### config.mk
export PLATFORM = sky130hd
export DESIGN_NAME = sw_tile_engine
export DESIGN_NICKNAME = d
export VERILOG_FILES = /design/src/rtl/sw_pkg.sv /design/src/rtl/sw_cell.sv /design/src/rtl/sw_tile_engine.sv
export SDC_FILE = /design/constraint.sdc
export NUM_CORES = 2
export LEC_CHECK = 0
export BUFFER_PORTS_ARGS = -buffer_cell sky130_fd_sc_hd__buf_4
export CAP_MARGIN = 10
export CORE_MARGIN = 1
export CORE_UTILIZATION = 40
export CTS_BUF_LIST = sky130_fd_sc_hd__clkbuf_8
export DETAILED_ROUTE_END_ITERATION = 12
export PLACE_DENSITY = 0.7
export SLEW_MARGIN = 20
export SYNTH_ARGS = -nofsm -noshare
export SYNTH_HDL_FRONTEND = slang
export SYNTH_SLANG_ARGS = --single-unit
### constraint.sdc
create_clock -name clk -period 39 [get_ports clk]
set_input_delay 0 -clock clk [delete_from_list [all_inputs] [get_ports clk]]
set_output_delay 0 -clock clk [all_outputs]
set_load 0.02 [all_outputs]
### src/rtl/sw_pkg.sv
// Shared definitions for the Smith-Waterman scoring tile: base codes, scoring defaults,
// FSM states and the score clamp.
package sw_pkg;

  typedef enum logic [1:0] {
    BASE_A = 2'd0,
    BASE_C = 2'd1,
    BASE_G = 2'd2,
    BASE_T = 2'd3
  } base_e;

  localparam int DEF_SCW      = 8;
  localparam int DEF_MATCH    = 2;
  localparam int DEF_MISMATCH = 2;
  localparam int DEF_GAP      = 1;
  localparam int DEF_FLOOR    = 4;

  typedef enum logic [1:0] {
    IDLE,
    COMPUTE,
    DONE
  } state_t;

  // Clamp a signed intermediate score into [floor_v, 2^scw-1]; saturates, never wraps.
  function automatic int sat_floor(input int value, input int floor_v, input int scw);
    int top_v;
    top_v = (1 << scw) - 1;
    if (value < floor_v) return floor_v;
    if (value > top_v) return top_v;
    return value;
  endfunction

endpackage

### src/rtl/sw_cell.sv
// One combinational SW processing element: H = clamp(max(D, up-GAP, left-GAP)).
// Zero latency, no handshake; the tile decides when the result is captured.
module sw_cell
  import sw_pkg::*;
#(
  parameter int SCW      = DEF_SCW,
  parameter int MATCH    = DEF_MATCH,
  parameter int MISMATCH = DEF_MISMATCH,
  parameter int GAP      = DEF_GAP,
  parameter int FLOOR    = DEF_FLOOR
) (
  input  logic [SCW-1:0] diag,
  input  logic [SCW-1:0] up,
  input  logic [SCW-1:0] left,
  input  logic [1:0]     base_q,
  input  logic [1:0]     base_t,
  output logic [SCW-1:0] h
);

  localparam logic signed [SCW+1:0] MATCH_W    = (SCW+2)'(MATCH);
  localparam logic signed [SCW+1:0] MISMATCH_W = (SCW+2)'(MISMATCH);
  localparam logic signed [SCW+1:0] GAP_W      = (SCW+2)'(GAP);

  // Two extra bits cover both the +MATCH overflow and the negative side of the subtractions.
  logic signed [SCW+1:0] d_s;
  logic signed [SCW+1:0] u_s;
  logic signed [SCW+1:0] l_s;
  logic signed [SCW+1:0] best;

  assign d_s = (base_q == base_t) ? $signed({2'b00, diag}) + MATCH_W
                                  : $signed({2'b00, diag}) - MISMATCH_W;
  assign u_s = $signed({2'b00, up}) - GAP_W;
  assign l_s = $signed({2'b00, left}) - GAP_W;

  always_comb begin
    best = d_s;
    if (u_s > best) best = u_s;
    if (l_s > best) best = l_s;
  end

  assign h = SCW'(sat_floor(int'(best), FLOOR, SCW));

endmodule

### src/rtl/sw_tile_engine.sv
// N x N Smith-Waterman tile, one anti-diagonal per clock; result valid 2N-1 clocks after accept.
// Accepts only in IDLE; results are held in DONE until out_ready, giving one tile per 2N+1 clocks.
module sw_tile_engine
  import sw_pkg::*;
#(
  parameter int N        = 4,
  parameter int SCW      = DEF_SCW,
  parameter int MATCH    = DEF_MATCH,
  parameter int MISMATCH = DEF_MISMATCH,
  parameter int GAP      = DEF_GAP,
  parameter int FLOOR    = DEF_FLOOR
) (
  input  logic                   clk,
  input  logic                   rst,
  input  logic                   in_valid,
  output logic                   in_ready,
  input  logic [2*N-1:0]         seq,
  input  logic [2*N-1:0]         targ,
  input  logic [(N+1)*SCW-1:0]   top_in,
  input  logic [N*SCW-1:0]       left_in,
  output logic                   out_valid,
  input  logic                   out_ready,
  output logic [N*SCW-1:0]       bottom_out,
  output logic [N*SCW-1:0]       right_out,
  output logic [SCW-1:0]         max_out,
  output logic [$clog2(N):0]     max_row,
  output logic [$clog2(N):0]     max_col
);

  localparam int RW = $clog2(N) + 1;
  localparam int DW = $clog2(2*N);

  state_t                 state;
  logic [DW-1:0]          d_cnt;
  logic [2*N-1:0]         seq_r;
  logic [2*N-1:0]         targ_r;
  logic [(N+1)*SCW-1:0]   top_r;
  logic [N*SCW-1:0]       left_r;
  logic [SCW-1:0]         h_r    [N][N];
  logic [SCW-1:0]         cell_h [N][N];
  logic [SCW-1:0]         run_max;
  logic [RW-1:0]          run_row;
  logic [RW-1:0]          run_col;
  logic [SCW-1:0]         best_v;
  logic [RW-1:0]          best_r;
  logic [RW-1:0]          best_c;

  // Array index [r][c] holds H(r+1, c+1); row 0 / column 0 come from the boundary inputs.
  for (genvar r = 0; r < N; r++) begin : g_row
    for (genvar c = 0; c < N; c++) begin : g_col
      logic [SCW-1:0] diag_v;
      logic [SCW-1:0] up_v;
      logic [SCW-1:0] left_v;

      if (r == 0) begin : g_diag_top
        assign diag_v = top_r[c*SCW +: SCW];
      end else if (c == 0) begin : g_diag_left
        assign diag_v = left_r[(r-1)*SCW +: SCW];
      end else begin : g_diag_cell
        assign diag_v = h_r[r-1][c-1];
      end

      if (r == 0) begin : g_up_top
        assign up_v = top_r[(c+1)*SCW +: SCW];
      end else begin : g_up_cell
        assign up_v = h_r[r-1][c];
      end

      if (c == 0) begin : g_left_bnd
        assign left_v = left_r[r*SCW +: SCW];
      end else begin : g_left_cell
        assign left_v = h_r[r][c-1];
      end

      sw_cell #(
        .SCW(SCW), .MATCH(MATCH), .MISMATCH(MISMATCH), .GAP(GAP), .FLOOR(FLOOR)
      ) u_cell (
        .diag   (diag_v),
        .up     (up_v),
        .left   (left_v),
        .base_q (seq_r[2*(N-1-r) +: 2]),
        .base_t (targ_r[2*(N-1-c) +: 2]),
        .h      (cell_h[r][c])
      );
    end
  end

  // Fold the retiring diagonal into the running maximum; ties go to the smaller (row, col).
  always_comb begin
    best_v = run_max;
    best_r = run_row;
    best_c = run_col;
    for (int r = 0; r < N; r++) begin
      for (int c = 0; c < N; c++) begin
        if (r + c == int'(d_cnt)) begin
          if (cell_h[r][c] > best_v ||
              (cell_h[r][c] == best_v &&
               (RW'(r+1) < best_r || (RW'(r+1) == best_r && RW'(c+1) < best_c)))) begin
            best_v = cell_h[r][c];
            best_r = RW'(r+1);
            best_c = RW'(c+1);
          end
        end
      end
    end
  end

  always_ff @(posedge clk) begin
    if (!rst) begin
      state      <= IDLE;
      d_cnt      <= '0;
      in_ready   <= 1'b1;
      out_valid  <= 1'b0;
      seq_r      <= '0;
      targ_r     <= '0;
      top_r      <= '0;
      left_r     <= '0;
      run_max    <= '0;
      run_row    <= '0;
      run_col    <= '0;
      bottom_out <= '0;
      right_out  <= '0;
      max_out    <= '0;
      max_row    <= '0;
      max_col    <= '0;
      for (int r = 0; r < N; r++)
        for (int c = 0; c < N; c++)
          h_r[r][c] <= '0;
    end else begin
      case (state)
        IDLE: begin
          if (in_valid) begin
            seq_r    <= seq;
            targ_r   <= targ;
            top_r    <= top_in;
            left_r   <= left_in;
            d_cnt    <= '0;
            run_max  <= SCW'(FLOOR);
            run_row  <= RW'(1);
            run_col  <= RW'(1);
            in_ready <= 1'b0;
            state    <= COMPUTE;
          end
        end
        COMPUTE: begin
          for (int r = 0; r < N; r++)
            for (int c = 0; c < N; c++)
              if (r + c == int'(d_cnt)) h_r[r][c] <= cell_h[r][c];
          run_max <= best_v;
          run_row <= best_r;
          run_col <= best_c;
          d_cnt   <= d_cnt + 1'b1;
          if (d_cnt == DW'(2*N-2)) begin
            // H(N,N) is only available combinationally on this last edge.
            for (int k = 0; k < N; k++) begin
              bottom_out[k*SCW +: SCW] <= (k == N-1) ? cell_h[N-1][N-1] : h_r[N-1][k];
              right_out[k*SCW +: SCW]  <= (k == N-1) ? cell_h[N-1][N-1] : h_r[k][N-1];
            end
            max_out   <= best_v;
            max_row   <= best_r;
            max_col   <= best_c;
            out_valid <= 1'b1;
            state     <= DONE;
          end
        end
        DONE: begin
          if (out_ready) begin
            out_valid <= 1'b0;
            in_ready  <= 1'b1;
            state     <= IDLE;
          end
        end
        default: state <= IDLE;
      endcase
    end
  end

endmodule

Word level (Yosys, flattened, before mapping)
Memories as Yosys holds them, arrays and structs flattened.
Cells that the tools add are included.
{ "classes": {"n_addsub": 56, "n_lt_le_gt_ge": 112, "n_eq_ne": 60, "mux": 318, "bitwise": 16, "n_reduce_logical": 75} }
{ "op_table": {"columns": ["cell", "n"], "rows": [
  ["two-way mux 8 bit", 97],
  ["two-way mux 10 bit", 48],
  ["greater-than comparator 10 bit", 26],
  ["two-way mux 3 bit", 82],
  ["subtractor 8 x 1 -> 9 bit, second input constant", 23],
  ["greater-than comparator 10 x 9 -> 1 bit, second input constant", 16],
  ["< comparator 10 x 4 -> 1 bit, second input constant", 16],
  ["adder 8 x 2 -> 9 bit, second input constant", 16],
  ["subtractor 8 x 2 -> 9 bit, second input constant", 16],
  ["equality test 8 bit", 16],
  ["greater-than comparator 8 bit", 16],
  ["two-way mux 1 bit", 81],
  ["greater-than comparator 9 x 10 -> 1 bit", 6],
  ["< comparator 2 x 3 -> 1 bit, first input constant", 16],
  ["equality test 2 bit", 16],
  ["logical AND 1 bit", 32],
  ["logical OR 1 bit", 32],
  ["equality test 2 x 3 -> 1 bit, first input constant", 10],
  ["equality test 3 bit, first input constant", 8],
  ["< comparator 1 x 3 -> 1 bit, first input constant", 8],
  ["< comparator 3 bit, first input constant", 8],
  ["case mux 3 bit (2 select lines)", 3],
  ["bitwise OR 1 bit", 16],
  ["case mux 8 bit (2 select lines)", 1],
  ["other kinds (14)", 28]
]} }
{ "word_totals": {"regBits": 187, "mem_bits_rw": 128, "inputBits": 92, "output_inout_bits": 80, "wordCells": 654, "n_memories": 1} }
{ "mem_list": {"columns": ["name", "words", "width", "read_ports", "rd_clocked_by_memory_dff", "write_ports", "line", "rtl"], "rows": [
  ["h_r", 4, 32, 4, 0, 4, "sw_tile_engine.sv:39", "logic [SCW-1:0] h_r [N][N];"]
]} }

Logic depth before layout (Yosys ltp)
{ "logic_depth": {"depth_word": 122, "depth_mapped": 221, "ltp_nobuf": 203} }

Modules after synthesis
A second synthesis with hierarchy kept.
{ "hier_totals": {"hier_cells": 5519, "hier_area_um2": 43037.5} }
{ "modules_own_cells": {"columns": ["mod", "instances", "cells_each", "area_per_inst_um2", "seq_area_each_um2"], "rows": [
  ["sw_tile_engine", 1, 2071, 18039.8, 7186.9],
  ["sw_cell (g_row[0].g_col[3].u_cell ...)", 11, 215, 1574.0, 0.0],
  ["sw_cell (g_row[0].g_col[0].u_cell ...)", 3, 219, 1540.2, 0.0],
  ["sw_cell (g_row[3].g_col[0].u_cell)", 1, 213, 1547.7, 0.0],
  ["sw_cell (g_row[0].g_col[2].u_cell)", 1, 213, 1515.2, 0.0]
]} }

Worst setup path after synthesis
Ideal clock, no wire load.
{ "synth_timing": {"path_kind": "flip-flop to flip-flop", "start": "register targ_r[7]", "end": "register run_max[2]", "setup_ns": 0.115, "t_arrival_ns": 37.574, "required_time_ns": 38.885, "setup_slack_ns": 1.311, "stages_incl_launch_ff": 200, "path_buffers": 16, "period_less_slack_ns": 37.689, "cell_sequence": "dfxtp_1 -> buf_2 -> xnor2_1 -> nand2_1 -> mux2i_1 -> xor2_1 -> ha_1 -> a21o_1 -> a21oi_1 -> nand2_1 -> maj3_2 -> a32oi_2 -> nor2_2 -> buf_4 -> a21oi_1 -> ha_1 -> a21o_1 -> a211oi_1 -> [164 not listed] -> nand2b_1 -> a21oi_1 -> nor2_1 -> a32oi_1 -> a21oi_2 -> buf_4 -> mux2i_1 -> ha_1 -> nand2b_1 -> a21o_1 -> a21o_1 -> a21oi_1 -> o21ai_0 -> nand3_1 -> nor3_1 -> a41oi_4 -> mux2_2 -> o21a_1"} }
{ "synth_between": {"elab_chain_len": 122, "word_cells_on_any_way": 292, "cone_classes": "order compare: 62; eq/ne: 35; mux: 133; reduce/logical: 62"} }
{ "synth_lines": {"columns": ["element", "line", "rtl"], "rows": [
  ["start, declared", "sw_tile_engine.sv:36", "logic [2*N-1:0] targ_r;"],
  ["start signal, assigned", "sw_tile_engine.sv:134", "targ_r <= targ;"],
  ["parallel branches: the longest is 120 deep, another holds greater-than comparator 10 bit", null, null],
  ["two-way mux 8 bit *", "sw_tile_engine.sv:95", "if (r + c == int'(d_cnt)) begin"],
  ["case mux 8 bit (2 select lines) *", "sw_tile_engine.sv:130", "case (state)"],
  ["end signal, assigned", "sw_tile_engine.sv:138", "run_max <= SCW'(FLOOR);"],
  ["end signal, assigned", "sw_tile_engine.sv:149", "run_max <= best_v;"],
  ["end, declared", "sw_tile_engine.sv:41", "logic [SCW-1:0] run_max;"]
]} }
Every way passes the cells marked *. The select of a mux whose other input is x is not followed.
A chain may end at the register's enable or synchronous reset.

Worst setup path after layout
{ "layout_timing": {"start": "register targ_r[6]", "end": "register max_row[0]"} }
{ "layout_between": {"elab_chain_len": 121, "word_cells_on_any_way": 291, "cone_classes": "order compare: 62; eq/ne: 35; mux: 132; reduce/logical: 62"} }
{ "layout_lines": {"columns": ["element", "line", "rtl"], "rows": [
  ["parallel branches: the longest is 120 deep, another holds greater-than comparator 10 bit", null, null],
  ["two-way mux 3 bit *", "sw_tile_engine.sv:95", null],
  ["end signal, assigned", "sw_tile_engine.sv:160", "max_row <= best_r;"],
  ["end, declared", "sw_tile_engine.sv:26", "output logic [$clog2(N):0] max_row,"]
]} }
Marks and branches as above.

==> results.py <==
metrics = {
    "critical_path": {
        "crit_top_cell": "sky130_fd_sc_hd__ha_1",
        "r2r_setup_slack_ns": 2.53,
        "setup.worst_path.start_class": "flip-flop",
        "critical_path.slowest_cell": "sky130_fd_sc_hd__o41a_1",
        "worst_ep_required_time_ns": 39.64,
        "critical_path_peak_fanout": 24,
        "worst-endpoint-arrival_ns": 37.11,
        "critPathMaxStageDelay_ns": 0.48,
        "worst_setup_path_end_kind": "flip-flop",
        "path_class": "flip-flop to flip-flop",
    },
    "routing": {
        "route.vias.total": 36190,
        "route.antenna.remaining_nets": 0,
        "firstDrtPassIters": 5,
        "remaining_drc_errors": 0,
        "totalWireLength_mm": 118.9,
        "drt_via_density": 5.699,
        "drt_first_iter_violations": 3182,
        "routedWlPerCell_um": 18.72,
    },
    "logic_synthesis": {
        "mappedNetlistArea_sq_um": 36900,
        "yosysUniqueCellTypes": 119,
        "ys_seq_elements": 299,
        "syn_nets": 5456,
        "synth-main-ff-cell": "sky130_fd_sc_hd__dfxtp_1",
        "edff_count_synth": 120,
        "syn_inst": 4875,
        "synth_warnings": 0,
        "asyncSetResetFlopFracSynth_pct": 0,
        "postSynthAreaPerCell_sq_um": 7.570,
        "portion_of_the_post_synthesis_area_used_by_sequential_elements_pct": 19.48,
    },
    "cts": {
        "clock_tree_from_tritoncts": "done",
        "numCtsBuffers": 58,
        "clk_pin_slew_worst_paths_ns": 0.08,
        "cts_htree_levels": 2,
        "clock_latency_on_the_worst_skew_pair_ns": 0.74,
        "cts_buffer_depth": 3,
        "clock_sinks": 299,
        "root_buffer": "sky130_fd_sc_hd__clkbuf_8",
    },
    "floorplanning": {
        "core_box_area_sq_um": 91520,
        "total_die_area_sq_um": 93480,
        "initial_core_util_pct": 40.32,
        "die_width_um": 305.7,
        "ios": 172,
        "std_cell_rows": 111,
        "die_h_um": 305.7,
    },
    "global_routing": {
        "grt_pass1_vias": 33670,
        "grt_first_pass_wirelength_mm": 183.8,
        "antenna_violations_before_repair": 2,
        "grt_max_degree": 94,
        "global_route.overflow_total": 0,
        "overall_global_routing_usage_pct": 24.41,
    },
    "timing": {
        "timing.clock.skew_ns": 0.06309,
        "hold-worst-slack_ns": 0.07727,
        "final_min_period_over_clock_period_pct": 93.52,
        "period_needed_ns": 36.47,
        "tightest_slew_ns": 1.202,
        "finalMaxSlewViolations": 0,
        "fmax_ghz": 0.02742,
        "timing_hold_violations_final": 0,
        "setup_viol": 0,
        "max-slew-margin-rel_pct": 19.56,
        "final.setup.worst_slack_ns": 2.526,
        "setup_total_negative_slack_ns": 0,
    },
    "layout": {
        "final_area_sq_um": 42630,
        "filler_cell_count": 8865,
        "finalCoreUtilization_pct": 46.57,
        "fin_cells": 6351,
        "syn_to_final_growth_pct": 15.51,
        "drive_gt1_share_pct": 11.68,
        "finalNetCount": 5695,
    },
    "placed_design": {
        "placed_cells_incl_taps": 6086,
        "globalplace.congestion": 1.003,
        "placement.io_buffers": 171,
        "dpl_worst_slack_ns": -0.7219,
        "placed_standard_cell_area_sq_um": 39320,
        "sum_of_net_half_perimeters_after_detailed_placement_mm": 93.37,
    },
    "status": {
        "outcome": "complete, no violations",
    },
    "pwr": {
        "maximum_resistive_drop_on_vdd_v": 0.00007622,
        "power.total_mw": 4.045,
        "cellLeakagePower_nw": 18.82,
        "power_density_nw_per_um2": 94.88,
    },
    "min_path": {
        "hold_path.class": "input pin to flip-flop",
    },
    "flow_run": {
        "cap_viol_max_count": 0,
    },
}
worst paths after layout:
check / from / to / depth (start not counted)
hold reg to reg: max_col[0] / max_col[0] / 2
setup reg to reg: targ_r[6] / max_row[0] / 191
hold / removal: seq[7] / seq_r[7] / 4
setup / recovery: targ_r[6] / max_row[0] / 191
synthesized netlist by cell type (15+ instances only):
| master | number | area share, % |
|---|---|---|
| sky130_fd_sc_hd__a211oi_1 | 26 | 0.53 |
| sky130_fd_sc_hd__a21boi_0 | 158 | 3.2 |
| sky130_fd_sc_hd__a21o_1 | 67 | 1.4 |
| sky130_fd_sc_hd__a21oi_1 | 299 | 4.1 |
| sky130_fd_sc_hd__a31oi_1 | 49 | 0.83 |
| sky130_fd_sc_hd__and2_1 | 79 | 1.3 |
| sky130_fd_sc_hd__and3_1 | 64 | 1.1 |
| sky130_fd_sc_hd__buf_2 | 31 | 0.42 |
| sky130_fd_sc_hd__buf_4 | 28 | 0.57 |
| sky130_fd_sc_hd__clkbuf_1 | 155 | 1.6 |
| sky130_fd_sc_hd__dfxtp_1 | 179 | 9.7 |
| sky130_fd_sc_hd__edfxtp_1 | 120 | 9.8 |
| sky130_fd_sc_hd__ha_1 | 489 | 17 |
| sky130_fd_sc_hd__inv_1 | 353 | 3.6 |
| sky130_fd_sc_hd__mux2_2 | 55 | 1.7 |
| sky130_fd_sc_hd__mux2i_1 | 144 | 3.9 |
| sky130_fd_sc_hd__nand2_1 | 649 | 6.6 |
| sky130_fd_sc_hd__nand2b_1 | 86 | 1.5 |
| sky130_fd_sc_hd__nand3_1 | 116 | 1.6 |
| sky130_fd_sc_hd__nand4_1 | 88 | 1.5 |
| sky130_fd_sc_hd__nor2_1 | 405 | 4.1 |
| sky130_fd_sc_hd__nor2b_1 | 87 | 1.5 |
| sky130_fd_sc_hd__nor3_1 | 97 | 1.3 |
| sky130_fd_sc_hd__nor3b_1 | 26 | 0.53 |
| sky130_fd_sc_hd__nor4_1 | 40 | 0.68 |
| sky130_fd_sc_hd__o211ai_1 | 15 | 0.31 |
| sky130_fd_sc_hd__o21a_1 | 64 | 1.3 |
| sky130_fd_sc_hd__o21ai_0 | 252 | 3.4 |
| sky130_fd_sc_hd__o21ai_1 | 16 | 0.22 |
| sky130_fd_sc_hd__o31ai_1 | 25 | 0.51 |
| sky130_fd_sc_hd__or2_2 | 15 | 0.25 |
| sky130_fd_sc_hd__or3_1 | 19 | 0.32 |
| sky130_fd_sc_hd__or4_1 | 16 | 0.33 |
| sky130_fd_sc_hd__xnor2_1 | 145 | 3.4 |
| sky130_fd_sc_hd__xor2_1 | 147 | 3.5 |
logic make-up after synthesis:
kind of cell / after synthesis / synth area share (%)
buffers and inverters: 585 / 6.401
AND/OR/NAND/NOR: 1851 / 24.19
flip-flops: 299 / 19.48
multiplexers: 203 / 5.737
AO/OA/AOI/OAI: 1152 / 20.57
adder cells (fa/ha/maj): 493 / 16.69
XOR/XNOR: 292 / 6.930
flip-flops by register name, summed over array words and instances (netlist names), 8 cells and up:
| signal | count |
|---|---|
| max_out | 8 |
| seq_r | 8 |
| left_r | 32 |
| bottom_out | 32 |
| targ_r | 8 |
| top_r | 40 |
| right_out | 24 |
| run_max | 8 |
| h_r | 120 |
placed cells by master, fill, tap and decap left out, types with 79 or more instances in the layout:
master and count:
sky130_fd_sc_hd__a21oi_1 287, sky130_fd_sc_hd__a21boi_0 158, sky130_fd_sc_hd__dfxtp_1 173, sky130_fd_sc_hd__nor2_1 401
sky130_fd_sc_hd__xnor2_1 139, sky130_fd_sc_hd__ha_1 488, sky130_fd_sc_hd__xor2_1 143, sky130_fd_sc_hd__nand3_1 112
sky130_fd_sc_hd__nand2_1 647, sky130_fd_sc_hd__nand4_1 88, sky130_fd_sc_hd__o21ai_0 240, sky130_fd_sc_hd__nor2b_1 86
sky130_fd_sc_hd__dlygate4sd3_1 113, sky130_fd_sc_hd__and2_1 79, sky130_fd_sc_hd__buf_4 289, sky130_fd_sc_hd__inv_1 366
sky130_fd_sc_hd__mux2i_1 135, sky130_fd_sc_hd__nand2b_1 85, sky130_fd_sc_hd__edfxtp_1 120, sky130_fd_sc_hd__nor3_1 93
critical path, delay by kind of cell (launching register included):
family / cells / cell delay, ns
adder cells (fa/ha/maj): 20 / 5.90
AND/OR/NAND/NOR: 57 / 7.77
flip-flops: 1 / 0.41
buffers and inverters: 16 / 2.59
AO/OA/AOI/OAI: 77 / 13.64
multiplexers: 19 / 5.53
XOR/XNOR: 2 / 0.47
report_power, final:
part	switching, mW	internal (mW)	leakage [nW]
clock network	0.162	0.187	0.723
registers	0.0355	0.342	2.70
logic	2.00	1.32	15.4
total	2.20	1.85	18.8
routing by layer:
metal  global-route usage [%]  part of all wire (%)
met1                    32.13                    44
met3                    3.564                   6.9
met2                    39.84                    45
met5                        0                     0
met4                    9.852                   4.2
layout make-up:
cell class / count / area [sq um] / share of cell area (%)
well taps: 1186 / 1484 / 3.481
repair buffers: 407 / 3357 / 7.875
multi-input cells: 3994 / 27960 / 65.60
inverters: 354 / 1329 / 3.117
diodes: 2 / 5.005 / 0.01174
clock buffers: 74 / 1018 / 2.389
flip-flops and latches: 299 / 7204 / 16.90
clock inverters: 35 / 265.3 / 0.6223
timing repair:
action                                  CTS  global route
pin swaps                                 2            20
setup buffers                             3            34
resized for setup                         5           106
hold buffers                            113             0
cloned                                    1             2
endpoints found under the setup margin   28            28
endpoints found under the hold margin   106             0
Note: power is estimated with default switching activity, not from simulation.
